==> config.mk <==
export PLATFORM = sky130hd
export DESIGN_NAME = pll_spi_tx
export DESIGN_NICKNAME = d
export VERILOG_FILES = /design/src/rtl/clock_pkg.sv /design/src/rtl/spi_tick_gen.sv /design/src/rtl/pll_spi_tx.sv
export SDC_FILE = /design/constraint.sdc
export NUM_CORES = 1
export LEC_CHECK = 0
export ABC_AREA = 1
export CAP_MARGIN = 5
export CORE_MARGIN = 2
export CORE_UTILIZATION = 25
export CTS_BUF_LIST = sky130_fd_sc_hd__clkbuf_4
export CTS_CLUSTER_SIZE = 25
export DETAILED_ROUTE_END_ITERATION = 6
export GPL_ROUTABILITY_DRIVEN = 0
export HOLD_SLACK_MARGIN = 0.15
export PLACE_DENSITY = 0.41
export SLEW_MARGIN = 20
export SYNTH_ARGS = -nofsm -noshare
export SYNTH_HDL_FRONTEND = slang
export SYNTH_SLANG_ARGS = --single-unit
==> constraint.sdc <==
create_clock -name clk -period 2.2 [get_ports clk]
set_clock_uncertainty 0.2 [all_clocks]
set_input_delay 0.66 -clock clk [delete_from_list [all_inputs] [get_ports clk]]
set_output_delay 0.66 -clock clk [all_outputs]
set_load 0.005 [all_outputs]
==> src/rtl/clock_pkg.sv <==
// Shared types and default sizing for the PLL synthesizer serial programming path.
package clock_pkg;

  localparam int WORD_W_DEF  = 32;
  localparam int CLK_DIV_DEF = 2;
  localparam int LE_W_DEF    = 2;

  typedef enum logic [1:0] {
    ST_IDLE  = 2'd0,
    ST_SHIFT = 2'd1,
    ST_LATCH = 2'd2
  } state_t;

endpackage

==> src/rtl/spi_tick_gen.sv <==
// Half-period timer: one-cycle tick on every CLK_DIV-th enabled cycle.
module spi_tick_gen
  import clock_pkg::*;
#(
  parameter int CLK_DIV = CLK_DIV_DEF
) (
  input  logic clk,
  input  logic rset,
  input  logic en,
  output logic tick
);

  localparam int CW = $clog2(CLK_DIV + 1);
  localparam logic [CW-1:0] RELOAD = CW'(CLK_DIV - 1);

  logic [CW-1:0] cnt;

  // Reloads whenever disabled so the first enabled cycle starts a full half-period.
  always_ff @(posedge clk) begin
    if (rset) begin
      cnt <= '0;
    end else if (!en || (cnt == '0)) begin
      cnt <= RELOAD;
    end else begin
      cnt <= cnt - CW'(1);
    end
  end

  assign tick = en && (cnt == '0);

endmodule

==> src/rtl/pll_spi_tx.sv <==
// Serial word transmitter for PLL synthesizer programming: MSB-first shift, then le pulse.
//   state    | meaning
//   ST_IDLE  | waiting for a word; word_ready high, done high on first cycle back
//   ST_SHIFT | clocking bits out, 2*CLK_DIV cycles per bit (sclk low then high)
//   ST_LATCH | sclk low, le high for LE_W cycles
module pll_spi_tx
  import clock_pkg::*;
#(
  parameter int WORD_W  = WORD_W_DEF,
  parameter int CLK_DIV = CLK_DIV_DEF,
  parameter int LE_W    = LE_W_DEF
) (
  input  logic              clk,
  input  logic              rset,
  input  logic [WORD_W-1:0] word_data,
  input  logic              word_valid,
  output logic              word_ready,
  output logic              sdo,
  output logic              sclk,
  output logic              le,
  output logic              busy,
  output logic              done
);

  localparam int BW = $clog2(WORD_W + 1);
  localparam int LW = $clog2(LE_W + 1);

  state_t            state;
  state_t            state_nxt;
  logic [WORD_W-1:0] shreg;
  logic [BW-1:0]     bit_cnt;
  logic [LW-1:0]     le_cnt;
  logic              phase;
  logic              done_r;
  logic              tick;
  logic              accept;
  logic              last_tick;

  spi_tick_gen #(.CLK_DIV(CLK_DIV)) u_tick (
    .clk  (clk),
    .rset (rset),
    .en   (state == ST_SHIFT),
    .tick (tick)
  );

  assign accept    = word_valid && word_ready;
  assign last_tick = tick && phase && (bit_cnt == BW'(1));

  always_ff @(posedge clk) begin
    if (rset) begin
      state <= ST_IDLE;
    end else begin
      state <= state_nxt;
    end
  end

  always_comb begin
    state_nxt = state;
    case (state)
      ST_IDLE:  if (accept)         state_nxt = ST_SHIFT;
      ST_SHIFT: if (last_tick)      state_nxt = ST_LATCH;
      ST_LATCH: if (le_cnt == '0)   state_nxt = ST_IDLE;
      default:                      state_nxt = ST_IDLE;
    endcase
  end

  // phase low = sclk low half; the shift happens as the high half ends, so sdo moves with sclk low.
  always_ff @(posedge clk) begin
    if (rset) begin
      shreg   <= '0;
      bit_cnt <= '0;
      le_cnt  <= '0;
      phase   <= 1'b0;
      done_r  <= 1'b0;
    end else begin
      done_r <= (state == ST_LATCH) && (le_cnt == '0);
      case (state)
        ST_IDLE: begin
          if (accept) begin
            shreg   <= word_data;
            bit_cnt <= BW'(WORD_W);
            phase   <= 1'b0;
          end
        end
        ST_SHIFT: begin
          if (tick) begin
            phase <= !phase;
            if (phase) begin
              shreg   <= {shreg[WORD_W-2:0], 1'b0};
              bit_cnt <= bit_cnt - BW'(1);
              if (bit_cnt == BW'(1)) le_cnt <= LW'(LE_W - 1);
            end
          end
        end
        ST_LATCH: begin
          if (le_cnt != '0) le_cnt <= le_cnt - LW'(1);
        end
        default: ;
      endcase
    end
  end

  always_comb begin
    word_ready = 1'b0;
    sdo        = 1'b0;
    sclk       = 1'b0;
    le         = 1'b0;
    busy       = 1'b0;
    done       = done_r;
    case (state)
      ST_IDLE:  word_ready = !rset;
      ST_SHIFT: begin
        busy = 1'b1;
        sdo  = shreg[WORD_W-1];
        sclk = phase;
      end
      ST_LATCH: begin
        busy = 1'b1;
        le   = 1'b1;
      end
      default: ;
    endcase
  end

endmodule

# Yosys cells after proc, flatten, opt, wreduce, memory -nomap -nowiden
# Cells that the tools add are included.
# word_totals
output_inout_bits	6
elab_cells	68
in_bits	35
ff_bits	46
# op_classes
add_sub_neg	3
eq_ne	10
reduce_logical	21
n_mux	26
# op_table
cell	count
32-bit two-way mux	3
32-bit case mux with 2 select lines	1
6-bit two-way mux	3
2-bit two-way mux	7
2-bit != test (second input constant)	6
6-bit case mux with 2 select lines	1
1-bit two-way mux	8
6-bit by 1-bit equality test with 1-bit output (second input constant)	1
2-bit zero test	3
2-bit case mux with 3 select lines	1
3-bit AND reduction	2
2-bit nonzero test	3
6-bit by 1-bit subtractor with 6-bit output (second input constant)	1
1-bit logical AND	5
5-bit AND reduction	1
2-bit case mux with 2 select lines	1
4-bit AND reduction	1
2-bit OR reduction	2
2-bit by 1-bit subtractor with 2-bit output (second input constant)	2
1-bit zero test	3
2-bit by 1-bit equality test with 1-bit output (second input constant)	1
2-bit equality test (second input constant)	1
2-bit by 1-bit != test with 1-bit output (second input constant)	1
1-bit case mux with 2 select lines	1
1-bit logical OR	1

# Longest topological paths before layout
# Gate-level depths: netlist (run 1).
# depth
ltp_word	6
ltp_mapped	10
depth_no_buf	10

# Hierarchy
# Synthesis (run 1) repeated with hierarchy kept, for this count alone.
# unflattened
hier_cells	333
hier_area_um2	2278.4
# modules_own_cells
mod	cells_per_inst	area_each_um2	seq_area_each_um2	n_inst
pll_spi_tx	319	2182.1	880.8	1
spi_tick_gen	14	96.3	40.0	1

# Worst setup path before layout (run 1)
# OpenSTA, ideal clock, no wires.
# synth_timing
path_kind	reg2out
startpoint	register state[1]
endpoint	output sdo
t_required_ns	1.340
stages_incl_launch_ff	6
path_slack_ns	0.300
t_arrival_ns	1.040
path_cell_list	dfxtp_1 -> inv_1 -> ha_1 -> clkbuf_1 -> nand2_1 -> inv_1
# synth_between
elab_chain_len	2
# synth_rtl
item	line_no	rtl
start: declaration	pll_spi_tx.sv:28	state_t state;
start signal: assignment	pll_spi_tx.sv:53	state <= state_nxt;
2-bit by 1-bit equality test with 1-bit output	pll_spi_tx.sv:110	case (state)
1-bit two-way mux	pll_spi_tx.sv:110	
end: declaration	pll_spi_tx.sv:18	output logic sdo,
# Every way passes these cells.

# Worst setup path after layout (run 1)
# layout_timing
startpoint	register state[1]
endpoint	output sclk
# layout_between
elab_chain_len	2
# layout_rtl
item	line_no	rtl
2-bit by 1-bit equality test with 1-bit output	pll_spi_tx.sv:110	
1-bit two-way mux	pll_spi_tx.sv:110	
end: declaration	pll_spi_tx.sv:19	output logic sclk,
# Every way passes these cells.

==> flow_summary.ini, run 1 <==
[status]
run_status = complete, no violations

[layout]
fill_cells = 1033
drive_gt1_frac = 0.122
nNetsFinal = 454
final_util = 0.332
area_delta_synth_final_pct = 31.3
num_antenna_cells = 0

[critical_path]
critPathBufInv = 4
r2r-end = bit_cnt[4]
worst_setup_path_start_kind = flop
worst_path_most_repeated_cell = inv_2
rrSetupSlack_ns = 0.13
worstSetupPathType = flop to primary output
path_cells = inv_2, ha_4, buf_6, nand2_2, inv_2, clkbuf_2
cp_top_family = buffers and inverters
critPathMaxStageDelay_ns = 0.35
reg2reg_depth = 11
cp.arrival_ns = 1.30
cp-end-kind = primary output
cp.required_ns = 1.34
path_depth = 6
worst-path-max-fanout = 4
r2r_start = state[1]
critical_path.startpoint = state[1]
critPathCapture = sclk
slowest_stage = dfxtp_2

[global_route]
antenna_found_initial = 0
grt_start_max_net_pins = 38
grt_overflow_total = 0
grt_util_all_layers = 0.124
grt_pass1_vias = 2207
grt_pass1_wl_mm = 10.1

[timing]
period_needed_ns = 2.16
worst_pin_slew_ns = 0.557
hold_viol_final = 0
finalSetupViolCount = 0
max_freq_ghz = 0.462
worst_hold_slack_ns = 0.290
slew_headroom = 0.626
setup_slack_ns = 0.0350
drv_slew = 0
rsz0062_at_grt = yes
fin_crit_sh = 0.984

[power_and_ir_drop]
p_int_mw = 1.99
ir_drop_mv = 0.553
combPwrFrac = 0.532
clkPwrFrac = 0.120
finalPower_mw = 3.52
p_leak_nw = 1.43
powerDensity_mw_per_mm2 = 1160
pwr-share-seq = 0.348
p_sw_mw = 1.53
p_sw_frac = 0.433

[logic_synthesis]
synth.most_common_cell = nand2_1
syn_area_mm2 = 0.00231
yosys_warnings = 0
synth_area_leaders = dfxtp_1 (40%), nand2_1 (18%), nor2_1 (13%), o21ai_1 (5.9%), ha_1 (4.9%)
synth_cell_types = 22
ys.flop_type = dfxtp_1
synth_commonest_cells = nand2_1 (112), nor2_1 (82), dfxtp_1 (46)
syn_avg_cell_area_um2 = 6.41
synth.net_count = 404
async_flop_share = 0
ys_ff_latch = 46
synth_area_leader_cell = dfxtp_1
yosysTopAreaCellShare = 0.399
synth_edf_count = 0
yosysSeqAreaShare = 0.399
netlist_instances = 360

[drt]
vias = 2224
drcViolationCount = 0
drtIter0Drc = 73
viasPerCell = 4.26
wl_per_cell_um = 10.9
dr.pass1.iters = 5
finalWirelength_mm = 5.71
ant_nets = 0

[clock_tree]
cts_max_level = 2
clockBufferDepth = 2
cts_hold_buf = 0
clockRootBuffer = clkbuf_4
clock_sinks = 46
cts_tree = built
path_clk_slew_ns = 0.14
numCtsBuffers = 5
clk_latency_ns = 0.37

[die]
initial_utilization = 0.253
fp.dieW_um = 100
die_h_um = 100
rows = 35
die-area_mm2 = 0.0100
coreArea_mm2 = 0.00911
io_pins = 41

[job]
max-cap-violations = 0

[place]
pre_cts_slack_ns = -0.365
dpl.hpwl_mm = 3.72
numPortBuffers = 40

[worst_hold_path]
hold_path_class = flop to flop
-- area by class of cell --
| cell class | count | area, µm² | area share |
|---|---|---|---|
| Clock buffer | 5 | 37.5 | 0.0124 |
| Sequential cell | 46 | 926 | 0.306 |
| Clock inverter | 3 | 21.3 | 0.00702 |
| Inverter | 24 | 92.6 | 0.0306 |
| Tap cell | 111 | 139 | 0.0459 |
| Multi-Input combinational cell | 271 | 1230 | 0.407 |
| Timing Repair Buffer | 62 | 579 | 0.191 |
-- kinds of logic after synthesis --
kind of cell	count (synthesis)	synth area share
buffers and inverters	43	0.0825
adder cells (fa/ha/maj)	9	0.0488
AO/OA/AOI/OAI	47	0.103
flip-flops	46	0.399
XOR/XNOR	1	0.00380
AND/OR/NAND/NOR	214	0.362
-- power by group through the flow --
| stage | logic, mW | clock network [mW] | registers (mW) |
|---|---|---|---|
| after global placement | 1.83 | 0 | 1.22 |
| after detailed placement | 1.84 | 0 | 1.23 |
| after floorplan | 1.23 | 0 | 1.20 |
| final | 1.87 | 0.424 | 1.22 |
| after global routing | 2.18 | 0.486 | 1.25 |
| after CTS | 1.85 | 0.452 | 1.22 |
-- repair_timing --
action                                  CTS  global route
setup buffers                             1             2
pin swaps                                 0             2
hold endpoints to repair                  0             0
endpoints found under the setup margin    5            21
gates cloned                              0             0
gates resized for setup                  23            12
-- layout by cell type (no fill, tap or decap), types with 2 or more instances in the layout --
master / instances
clkbuf_4: 5
nand3_1: 14
o21ai_1: 27
dfxtp_1: 44
clkdlybuf4s50_1: 34
ha_1: 6
buf_12: 2
clkbuf_2: 2
dlygate4sd2_1: 2
a21oi_1: 9
nand2_2: 2
o21ai_0: 10
nand2_1: 110
nor2_1: 82
buf_6: 3
inv_2: 6
buf_2: 2
inv_1: 17
buf_4: 17
ha_4: 2
-- layer usage --
metal	vias to the layer above	wire [µm]	global-route usage
met4	0	70	0.0348
li1	1219	-	-
met1	960	3000	0.166
met5	-	0	0
met3	6	217	0.0272
met2	39	2420	0.203
-- per-stage QoR --
step | TNS, ns | instances | area [µm²]
CTS | -0.0561 | 520 | 2990
global route | -0.106 | 522 | 3030
floorplan | 0 | 360 | 2310
detailed placement | -10.76 | 511 | 2910
global placement | -9.85 | 511 | 2910
finish | 0 | 522 | 3030
-- flip-flops by register name (all words and copies together) (netlist names) --
name,flops
bit_cnt,6
done,1
le_cnt,2
phase,1
shreg,32
state,2
u_tick.cnt,2
-- worst min-delay path by stage --
stage | from | end | slack [ns] | cells past startpoint
3_5_place_dp | shreg[0] | shreg[0] | 0.27 | 2
5_1_grt | bit_cnt[5] | bit_cnt[5] | 0.33 | 2
3_3_place_gp | shreg[0] | shreg[0] | 0.26 | 2
2_1_floorplan | shreg[0] | shreg[0] | 0.24 | 2
4_1_cts | bit_cnt[5] | bit_cnt[5] | 0.30 | 2
6_report | shreg[0] | shreg[0] | 0.29 | 2
-- tightest hold or removal path, cell delays in order, from the launching register on --
cell,delay (ns)
dfxtp_1,0.32
inv_1,0.06
o21ai_0,0.08
No activity file was read; power rests on OpenSTA's default activity.
==> run 2, diff against run 1 <==
--- a/config.mk
+++ b/config.mk
@@ -5,11 +5,11 @@
 export SDC_FILE = /design/constraint.sdc
 export NUM_CORES = 1
 export LEC_CHECK = 0
-export ABC_AREA = 1
+export ABC_AREA = 0
 export CAP_MARGIN = 5
 export CORE_MARGIN = 2
 export CORE_UTILIZATION = 25
-export CTS_BUF_LIST = sky130_fd_sc_hd__clkbuf_4
+export CTS_BUF_LIST = sky130_fd_sc_hd__clkbuf_2
 export CTS_CLUSTER_SIZE = 25
 export DETAILED_ROUTE_END_ITERATION = 6
 export GPL_ROUTABILITY_DRIVEN = 0
==> run 2 against run 1 <==
Net effect: global-route usage fell by 1.7 points; first-iteration DRC count fell by 16%; design area fell by 0.62%; synthesized area fell by 2.8%; non-clock buffer count rose by 3; final cell count fell by 23%; sequential power rose by 7%; highest routed layer unchanged.
==> flow_summary.ini, run 2 <==
[status]
run_status = complete, no violations

[logic_synthesis]
ys.flop_type = dfxtp_1
syn_avg_cell_area_um2 = 9.30
yosysSeqAreaShare = 0.411
synth_commonest_cells = dfxtp_1 (46), nor2_1 (38), a211oi_1 (33), mux2i_1 (33), inv_1 (13)
ys_ff_latch = 46
synth_area_leader_cell = dfxtp_1
synth_cell_types = 36
synth.net_count = 285
synth.most_common_cell = dfxtp_1
synth_area_leaders = dfxtp_1 (41%), mux2i_1 (15%), a211oi_1 (11%), nor2_1 (6.4%), ha_1 (5.0%)
yosys_warnings = 0
synth_edf_count = 0
yosysTopAreaCellShare = 0.411
async_flop_share = 0
syn_area_mm2 = 0.00224
netlist_instances = 241

[clock_tree]
path_clk_slew_ns = 0.23
cts_max_level = 2
clock_sinks = 46
clk_latency_ns = 0.39
cts_tree = built
clockRootBuffer = clkbuf_2
clockBufferDepth = 2
numCtsBuffers = 5
cts_hold_buf = 0

[critical_path]
worst_path_most_repeated_cell = buf_6
worst-path-max-fanout = 4
cp.required_ns = 2.34
worstSetupPathType = flop to flop
cp.arrival_ns = 2.32
worst_setup_path_start_kind = flop
path_cells = buf_6, ha_4, buf_6, a21boi_4, a211o_1, or4b_1, a31oi_1
critPathMaxStageDelay_ns = 0.53
critPathBufInv = 2
cp-end-kind = flop
cp_top_family = compound AO/OA/AOI/OAI gates
slowest_stage = or4b_1

[die]
rows = 34
initial_utilization = 0.257
coreArea_mm2 = 0.00872
fp.dieW_um = 98.7
io_pins = 41
die-area_mm2 = 0.00974
die_h_um = 98.7

[worst_hold_path]
hold_path_class = flop to flop

[drt]
wl_per_cell_um = 13.4
dr.pass1.iters = 4
drcViolationCount = 0
finalWirelength_mm = 5.40
vias = 1859
viasPerCell = 4.60
ant_nets = 0
drtIter0Drc = 61

[global_route]
grt_overflow_total = 0
grt_util_all_layers = 0.107
grt_pass1_wl_mm = 8.48
grt_pass1_vias = 1729
antenna_found_initial = 0
grt_start_max_net_pins = 63

[timing]
rsz0062_at_grt = yes
slew_headroom = 0.670
hold_viol_final = 0
period_needed_ns = 2.18
fin_crit_sh = 0.990
drv_slew = 0
setup_tns_ns = 0
worst_pin_slew_ns = 0.496
max_freq_ghz = 0.459
worst_hold_slack_ns = 0.272
finalSetupViolCount = 0

[power_and_ir_drop]
ir_drop_mv = 0.384
p_leak_nw = 1.13
powerDensity_mw_per_mm2 = 1210

[layout]
final_util = 0.345
largest_register = shreg
num_antenna_cells = 0
drive_gt1_frac = 0.179
layout_common_cells = dfxtp_1 (44), nor2_1 (38), clkdlybuf4s50_1 (34)
fill_cells = 925
area_delta_synth_final_pct = 34.2
reg_top3 = shreg (32), bit_cnt (6)
largest_register_ffs = 32
nNetsFinal = 340
final_common_cell = dfxtp_1

[place]
numPortBuffers = 40
dpl.hpwl_mm = 3.43

[job]
max-cap-violations = 0
## run 2: cell families after synthesis
group	after synthesis	share of synthesized area
XOR/XNOR	1	0.00391
multiplexers	33	0.147
buffers and inverters	30	0.0558
flip-flops	46	0.411
AO/OA/AOI/OAI	59	0.196
AND/OR/NAND/NOR	63	0.136
adder cells (fa/ha/maj)	9	0.0502
## run 2: per-stage QoR
step | setup WS, ns | cells | instance area (µm²) | power [mW]
finish | 0.0212 | 404 | 3010 | 3.63
global route | -0.0543 | 404 | 3010 | 3.95
CTS | -0.00862 | 400 | 2950 | 3.52
detailed placement | -0.391 | 389 | 2850 | 3.08
global placement | -0.355 | 389 | 2850 | 3.07
floorplan | 0.0492 | 241 | 2240 | 2.55
## run 2: final cells by class
type | count | area (µm²) | area share
clock buffers | 6 | 30.0 | 0.00998
clock inverters | 1 | 7.51 | 0.00249
inverters | 13 | 53.8 | 0.0179
multi-input cells | 165 | 1250 | 0.415
flip-flops and latches | 46 | 926 | 0.308
well taps | 108 | 135 | 0.0449
repair buffers | 65 | 608 | 0.202
## run 2: final timing paths
path	slack, ns	start	depth (start not counted)	end
worst max-delay path	0.02	state[0]	7	bit_cnt[5]
worst min-delay path	0.27	u_tick.cnt[0]	1	u_tick.cnt[0]
worst max register to register	0.02	state[0]	7	bit_cnt[5]
worst min register to register	0.27	u_tick.cnt[0]	1	u_tick.cnt[0]
## run 2: repair_timing
item	in CTS	in global routing
gates resized for setup	31	5
endpoints found under the hold margin	0	0
gates cloned	0	1
pin swaps	4	4
buffers inserted	4	3
endpoints found under the setup margin	6	17
## run 2: metal layers
layer	track usage	part of all wire
met1	0.150	0.51
met2	0.168	0.45
met5	0	0
met4	0.0316	0.0083
met3	0.0227	0.034
## run 2: power by group
part           leakage [nW]  switching, mW  internal (mW)  total (mW)
sequential            0.380          0.171           1.14        1.31
combinational         0.721           1.01          0.967        1.98
clock                0.0251          0.267         0.0771       0.344
==> run 3, diff against run 2 <==
--- a/config.mk
+++ b/config.mk
@@ -14,6 +14,7 @@
 export DETAILED_ROUTE_END_ITERATION = 6
 export GPL_ROUTABILITY_DRIVEN = 0
 export HOLD_SLACK_MARGIN = 0.15
+export MAX_ROUTING_LAYER = met4
 export PLACE_DENSITY = 0.41
 export SLEW_MARGIN = 20
 export SYNTH_ARGS = -nofsm -noshare
==> run 3 against run 2 <==
Net effect: die area unchanged; design area is the same; register-to-register slack hardly changed; global-route usage increased by 0.35 points; sequential power about the same; via count is 0.43% higher; sequential cell count stayed put; fmax about the same; critical endpoint unchanged; largest cell class unchanged; highest routed layer unchanged.
==> flow_summary.ini, run 3 (synthesized netlist as in run 2, its figures left out) <==
[critical_path]
worst_setup_path_start_kind = flop
worstSetupPathType = flop to flop
critical_path.startpoint = state[0]
worst_path_most_repeated_cell = buf_6
worst-path-max-fanout = 4
slowest_stage = or4b_1
critPathMaxStageDelay_ns = 0.53
cp.required_ns = 2.34
cp.arrival_ns = 2.32
cp-end-kind = flop
path_cells = buf_6, ha_4, buf_6, a21boi_4, a211o_1, or4b_1, a31oi_1
rrSetupSlack_ns = 0.02
r2r_start = state[0]

[die]
die_h_um = 98.7
initial_utilization = 0.257
rows = 34
coreArea_mm2 = 0.00872
die-area_mm2 = 0.00974
io_pins = 41
fp.dieW_um = 98.7

[power_and_ir_drop]
finalPower_mw = 3.62
ir_drop_mv = 0.384
powerDensity_mw_per_mm2 = 1200
p_leak_nw = 1.13

[global_route]
antenna_found_initial = 0
grt_pass1_vias = 1727
grt_pass1_wl_mm = 8.51
grt_overflow_total = 0
grt_util_all_layers = 0.111
grt_start_max_net_pins = 63

[timing]
slew_headroom = 0.671
rsz0062_at_grt = yes
worst_pin_slew_ns = 0.494
fin_crit_sh = 0.990
max_freq_ghz = 0.459
setup_slack_ns = 0.0220
hold_viol_final = 0
period_needed_ns = 2.18
drv_slew = 0
setup_tns_ns = 0
finalSetupViolCount = 0

[place]
numPortBuffers = 40
pre_cts_slack_ns = -0.391
placed_area_mm2 = 0.00285
dp.cells = 389
dpl.hpwl_mm = 3.43

[drt]
drtIter0Drc = 69
ant_nets = 0
drcViolationCount = 0
finalWirelength_mm = 5.39
wl_per_cell_um = 13.3
vias = 1867
viasPerCell = 4.62
dr.pass1.iters = 4

[layout]
fill_cells = 925
reg_top3 = shreg (32), bit_cnt (6)
largest_register = shreg
nNetsFinal = 340
layout_common_cells = dfxtp_1 (44), nor2_1 (38), clkdlybuf4s50_1 (34)
area_delta_synth_final_pct = 34.2
layout.cells.non_filler = 404
largest_register_ffs = 32
multi_input_area_mm2 = 0.00125
final_common_cell = dfxtp_1
drive_gt1_frac = 0.179
num_antenna_cells = 0
seqCellArea_um2 = 926
final_area_mm2 = 0.00301

[worst_hold_path]
hold_path_class = flop to flop
hp-start = u_tick.cnt[0]

[clock_tree]
clk_latency_ns = 0.39
clockRootBuffer = clkbuf_2
clock_sinks = 46
path_clk_slew_ns = 0.23
clockBufferDepth = 2
cts_tree = built
cts_max_level = 2
numCtsBuffers = 5

[job]
max-cap-violations = 0

[status]
run_status = complete, no violations
[run 3: critical path: cells and delay by family (launching register included)]
kind	cells	cell delay (ns)
AND/OR/NAND/NOR	1	0.53
adder cells (fa/ha/maj)	1	0.16
flip-flops	1	0.41
buffers and inverters	2	0.24
AO/OA/AOI/OAI	3	0.62
[run 3: final timing paths]
check | cells past startpoint | to
worst max-delay path | 7 | bit_cnt[5]
worst min-delay path | 1 | u_tick.cnt[0]
worst max register to register | 7 | bit_cnt[5]
worst min register to register | 1 | u_tick.cnt[0]
[run 3: per-layer routing]
metal,up-vias,global-route usage,part of all wire
met5,-,-,0
met4,0,0.0316,0.0087
met3,5,0.0220,0.033
met2,31,0.168,0.45
met1,864,0.151,0.51
li1,967,-,-
[run 3: layout make-up]
class	count	area share
repair buffers	65	0.202
inverters	13	0.0179
well taps	108	0.0449
flip-flops and latches	46	0.308
clock buffers	6	0.00998
clock inverters	1	0.00249
multi-input cells	165	0.415
[run 3: report_power, final]
part	leakage, nW	switching (mW)	internal, mW
Combinational	0.721	1.01	0.967
Sequential	0.380	0.170	1.14
Clock	0.0251	0.266	0.0771
Total	1.13	1.44	2.18
[run 3: repair_timing]
action / 4_1_cts / 5_1_grt
endpoints found under the setup margin: 6 / 16
hold buffers: 0 / 0
resized for setup: 31 / 5
buffers inserted: 4 / 3
pin swaps: 4 / 4
cloned: 0 / 1
[run 3: through the flow]
stage,hold WS [ns],utilization
after floorplan,0.222,-
after global placement,0.243,0.326
after global routing,0.312,0.345
after CTS,0.273,0.339
final,0.272,0.345
after detailed placement,0.244,0.326
